`src/rtl/dual_step_pkg.sv`:
```
// Shared types for the dual-stream counter controller.
// State encoding and event-sum helper.
package dual_step_pkg;

  typedef enum logic [1:0] {
    S_IDLE  = 2'd0,
    S_CLEAR = 2'd1,
    S_RUN   = 2'd2,
    S_DONE  = 2'd3
  } state_t;

  // Number of events accepted this cycle (0..2)
  function automatic logic [1:0] ev_sum(
    input logic a,
    input logic b
  );
    return {a & b, a ^ b};
  endfunction

endpackage

```
`src/rtl/dual_step_count_ctrl_if.sv`:
```
// Event A/B valid/ready handshake bundle.
// Master offers events, slave accepts them.
interface dual_step_count_ctrl_if;

  logic a_valid;
  logic a_ready;
  logic b_valid;
  logic b_ready;

  modport master (
    output a_valid,
    output b_valid,
    input  a_ready,
    input  b_ready
  );

  modport slave (
    input  a_valid,
    input  b_valid,
    output a_ready,
    output b_ready
  );

endinterface

```
`src/rtl/sat_counter.sv`:
```
// Saturating up-counter: sync clear, add 0..2 per cycle.
// Clamps at all-ones, never wraps.
module sat_counter #(
  parameter int W = 8
) (
  input  logic         clk,
  input  logic         rst,
  input  logic         clr,
  input  logic [1:0]   inc,
  output logic [W-1:0] q
);

  logic [W:0] sum;

  // Extra top bit catches overflow past all-ones
  assign sum = {1'b0, q} + {{(W-1){1'b0}}, inc};

  always_ff @(posedge clk) begin
    if (rst || clr) begin
      q <= '0;
    end else if (sum[W]) begin
      q <= '1;
    end else begin
      q <= sum[W-1:0];
    end
  end

endmodule

```
`src/rtl/dual_step_count_ctrl.sv`:
```
// Session controller: accepts A/B events, strobes the
// downstream counter, ends the session on its carry-out.
module dual_step_count_ctrl
  import dual_step_pkg::*;
#(
  parameter int TALLY_W = 8
) (
  input  logic               clk,
  input  logic               rst,
  input  logic               start,
  input  logic               abort,
  input  logic               co,
  dual_step_count_ctrl_if.slave ev,
  output logic               cnt1,
  output logic               cnt2,
  output logic               clr,
  output logic               busy,
  output logic               done,
  output logic [TALLY_W-1:0] ev_tally
);

  state_t     state;
  state_t     state_nx;
  logic       run;
  logic       rdy;
  logic       acc_a;
  logic       acc_b;
  logic [1:0] inc;

  always_ff @(posedge clk) begin
    if (rst) begin
      state <= S_IDLE;
    end else begin
      state <= state_nx;
    end
  end

  // Abort wins over co; start only counts in IDLE
  always_comb begin
    state_nx = state;
    unique case (state)
      S_IDLE:  if (start) state_nx = S_CLEAR;
      S_CLEAR: state_nx = S_RUN;
      S_RUN: begin
        if (abort) begin
          state_nx = S_IDLE;
        end else if (co) begin
          state_nx = S_DONE;
        end
      end
      S_DONE:  state_nx = S_IDLE;
    endcase
  end

  assign run        = (state == S_RUN);
  assign rdy        = run & ~co;
  assign ev.a_ready = rdy;
  assign ev.b_ready = rdy;
  assign acc_a      = ev.a_valid & rdy;
  assign acc_b      = ev.b_valid & rdy;

  assign clr  = (state == S_CLEAR);
  assign busy = clr | run;
  assign done = (state == S_DONE);

  always_ff @(posedge clk) begin
    if (rst) begin
      cnt1 <= 1'b0;
      cnt2 <= 1'b0;
    end else begin
      cnt1 <= acc_a;
      cnt2 <= acc_b;
    end
  end

  assign inc = ev_sum(acc_a, acc_b);

  sat_counter #(
    .W(TALLY_W)
  ) u_tally (
    .clk (clk),
    .rst (rst),
    .clr (clr),
    .inc (inc),
    .q   (ev_tally)
  );

endmodule

```
`src/flat_wrapper.sv`:
```
// flat-port wrapper written by rule: the top's interface ports become plain ports
module dual_step_count_ctrl_flat import dual_step_pkg::*;
#(
  parameter int TALLY_W = 8
)
  (clk, rst, start, abort, co, cnt1, cnt2, clr, busy, done, ev_tally, ev_a_valid, ev_b_valid, ev_a_ready, ev_b_ready);
  dual_step_count_ctrl_if ev_i ();
  input  logic clk;
  input  logic rst;
  input  logic start;
  input  logic abort;
  input  logic co;
  output logic cnt1;
  output logic cnt2;
  output logic clr;
  output logic busy;
  output logic done;
  output logic [TALLY_W-1:0] ev_tally;
  input wire logic [$bits(ev_i.a_valid)-1:0] ev_a_valid;
  input wire logic [$bits(ev_i.b_valid)-1:0] ev_b_valid;
  output wire logic [$bits(ev_i.a_ready)-1:0] ev_a_ready;
  output wire logic [$bits(ev_i.b_ready)-1:0] ev_b_ready;
  assign ev_i.a_valid = ev_a_valid;
  assign ev_i.b_valid = ev_b_valid;
  assign ev_a_ready = ev_i.a_ready;
  assign ev_b_ready = ev_i.b_ready;
  dual_step_count_ctrl #(.TALLY_W(TALLY_W)) u_core (.clk(clk), .rst(rst), .start(start), .abort(abort), .co(co), .ev(ev_i), .cnt1(cnt1), .cnt2(cnt2), .clr(clr), .busy(busy), .done(done), .ev_tally(ev_tally));
endmodule
```
`config.mk`:
```
export PLATFORM = sky130hd
export DESIGN_NAME = dual_step_count_ctrl_flat
export DESIGN_NICKNAME = d
export VERILOG_FILES = /design/src/rtl/dual_step_pkg.sv /design/src/rtl/dual_step_count_ctrl_if.sv /design/src/rtl/sat_counter.sv /design/src/rtl/dual_step_count_ctrl.sv /design/src/flat_wrapper.sv
export SDC_FILE = /design/constraint.sdc
export NUM_CORES = 1
export LEC_CHECK = 0
export CAP_MARGIN = 20
export CORE_MARGIN = 8
export CORE_UTILIZATION = 39
export CTS_BUF_LIST = sky130_fd_sc_hd__clkbuf_16
export CTS_CLUSTER_SIZE = 40
export DETAILED_ROUTE_END_ITERATION = 6
export PLACE_DENSITY = 0.72
export SLEW_MARGIN = 20
export SYNTH_ARGS = -nofsm -noshare
export SYNTH_HDL_FRONTEND = slang
export SYNTH_HIERARCHICAL = 1
export SYNTH_SLANG_ARGS = --single-unit
export TNS_END_PERCENT = 5
```
`constraint.sdc`:
```
create_clock -name clk -period 2.7 [get_ports clk]
set_clock_uncertainty 0.1 [all_clocks]
set_input_delay 0.81 -clock clk [delete_from_list [all_inputs] [get_ports clk]]
set_output_delay 0.81 -clock clk [all_outputs]
set_load 0.02 [all_outputs]
```
==> impl_metrics.json <==
{
  "status": "finished, final reports clean",
  "finalWorstSetupSlack_ps": 81.4,
  "synth_cell_type_count": 28,
  "total_power_mw": 0.632,
  "synth_top_area_share_pct": 36.0,
  "final_cell_mix": "16 x clkdlybuf4s50_1, 12 x dfxtp_1, 7 x inv_1",
  "synth_area_um2": 667,
  "avgSynthCellArea_um2": 9.01,
  "portBuffers": 21,
  "routedWlPerCell_um": 13.6,
  "fin_crit_sh_pct": 97.0,
  "maxSlewHeadroom_pct": 73.6,
  "tns_ps": 0,
  "clk_pin_slew_ps": 40,
  "final-seq-area_um2": 240,
  "power_density_mw_per_mm2": 605,
  "clk_latency_ps": 240,
  "core-area_mm2": 0.00167,
  "final_util_pct": 62.5,
  "nNetsFinal": 117,
  "grt_pass1_vias": 574,
  "drv_cap": 0,
  "grtUsageTotal_pct": 10.2,
  "clock-sinks": 12,
  "gp_congestion": 0.730,
  "wirelength_um": 1610,
  "cts_inserted_buffers": 3,
  "initial_core_util_pct": 39.9,
  "arrival_ps": 2650,
  "slew_viol_final": 0,
  "dr.pass1.iters": 4,
  "vias": 633,
  "antenna_found_initial": 0,
  "stdcell_area_mm2": 0.00104,
  "hold_path.class": "reg2reg",
  "fin_crit_ps": 2620,
  "diodes": 0,
  "fmax_mhz": 382,
  "hold_buffers": 0,
  "chipWidth_um": 57.4,
  "drive_above_1_share_pct": 19.8,
  "layout_commonest_cell": "clkdlybuf4s50_1",
  "syn_inst": 74,
  "antenna_left": 0,
  "critPathCaptureType": "flip-flop",
  "leakagePower_nw": 0.427,
  "dieArea_mm2": 0.00329,
  "synthTopCellsByArea": "dfxtp_1 36%, ha_1 13%, a21oi_1 4.5%, inv_1 4.5%, nor3_1 3.8%",
  "worst_pin_slew_ps": 397,
  "grt_pass1_wl_um": 2640,
  "grt_max_degree": 9,
  "grt_overflow": 0,
  "required_ps": 2730,
  "multi_input_area_um2": 432,
  "drt_iter0_markers": 14,
  "yosysTopAreaCell": "dfxtp_1",
  "clockBufferDepth": 2,
  "cts_setup_buffers": 0,
  "die_h_um": 57.4,
  "yosysWarnings": 6,
  "ir_drop_uv": 485,
  "hold_violations": 0,
  "ys_ff_latch": 12,
  "drc": 0,
  "num_io_pins": 22,
  "pre_cts_slack_ps": -558,
  "synth_seq_area_share_pct": 36.0,
  "worst-setup-path-type": "in2reg",
  "critPathMaxFanout": 6,
  "place_area_um2": 925,
  "syn_nets": 89,
  "cts.htree.levels": 1,
  "worstSetupStartpointType": "primary input",
  "num-fill-cells": 148,
  "cts_root_buf": "clkbuf_16",
  "via_per_inst": 5.36,
  "rows": 15,
  "setup_viol": 0,
  "dpl.hpwl_um": 1160,
  "area_growth_pct": 56.5,
  "cts_tree": "done",
  "rsz0062_at_grt": "no"
}
==> layer usage <==
metal  share of wire [%]  routed length (µm)  global-route usage (%)  vias up
met3                 5.8                  94                    5.16        4
met2                  48                 772                    15.9       14
met5                   0                   0                       0        -
met1                  45                 718                    11.4      301
li1                    -                   -                       -      314
met4                 1.4                  22                    4.29        0
==> stage by stage <==
stage                     cells  hold WS, ps
after global routing        118          447
final                       118          416
after detailed placement    114          408
after CTS                   118          417
after global placement      114          413
after floorplan              74          395
==> registers in the layout (all words and copies together) (netlist names) <==
register and cells:
u_core/state 2, u_core/cnt2 1, u_core/u_tally/q 8, u_core/cnt1 1
==> cell families (layout without fill, tap and decap cells) <==
| logic type | count (synthesis) | in the layout | synth area share [%] |
|---|---|---|---|
| AOI/OAI and AO/OA | 16 | 16 | 15.4 |
| adders and majority gates | 8 | 8 | 16.1 |
| buffers and inverters | 10 | 37 | 6.19 |
| DFF | 12 | 12 | 36.0 |
| and+or+nand+nor | 28 | 28 | 26.3 |
==> critical path, cell delays in order <==
cell,delay (ps)
dlygate4sd2_1,260
nor2b_4,60
and2_4,160
ha_4,260
ha_4,120
inv_2,30
fa_2,350
and3b_2,290
and4bb_2,250
nor3_2,40
==> where the power goes <==
| group | switching [mW] | internal (mW) |
|---|---|---|
| Clock | 0.0784 | 0.195 |
| Combinational | 0.0820 | 0.0789 |
| Sequential | 0.00859 | 0.189 |
==> repair_timing <==
action / in CTS / in global routing
endpoints found under the hold margin: 0 / 0
pin swaps: 0 / 4
resized for setup: 5 / 9
gates cloned: 0 / 0
endpoints found under the setup margin: 10 / 4
==> final cells by class <==
cell class                      count  share of cell area (%)
Inverter                            8                    2.88
Clock buffer                        3                    7.19
Timing Repair Buffer               25                    23.1
Sequential cell                    12                    23.0
Multi-Input combinational cell     52                    41.4
Clock inverter                      1                   0.360
Tap cell                           17                    2.04
==> worst paths after layout <==
| kind | to | slack [ps] | start | cells after the start |
|---|---|---|---|---|
| min reg2reg | u_core/u_tally/q[7]$_SDFF_PP0_ | 420 | u_core/u_tally/q[7]$_SDFF_PP0_ | 1 |
| min | u_core/u_tally/q[7]$_SDFF_PP0_ | 420 | u_core/u_tally/q[7]$_SDFF_PP0_ | 1 |
| max | u_core/u_tally/q[6]$_SDFF_PP0_ | 80 | co | 10 |
| max reg2reg | u_core/u_tally/q[6]$_SDFF_PP0_ | 220 | u_core/state[0]$_SDFFE_PP0P_ | 11 |
==> synthesized netlist by cell type (all sizes together) <==
cell type / n
a211oi: 2
a21o: 1
a21oi: 6
a311oi: 2
a31oi: 3
and2: 2
and3b: 2
and4: 1
and4bb: 1
buf: 2
dfxtp: 12
fa: 1
ha: 7
inv: 8
nand2: 3
nand2b: 2
nand3: 2
nor2: 3
nor2b: 3
nor3: 5
o21ai: 1
o31a: 1
or2: 1
or2b: 1
or3: 1
or3b: 1
Note: power is estimated with default switching activity, not from simulation.
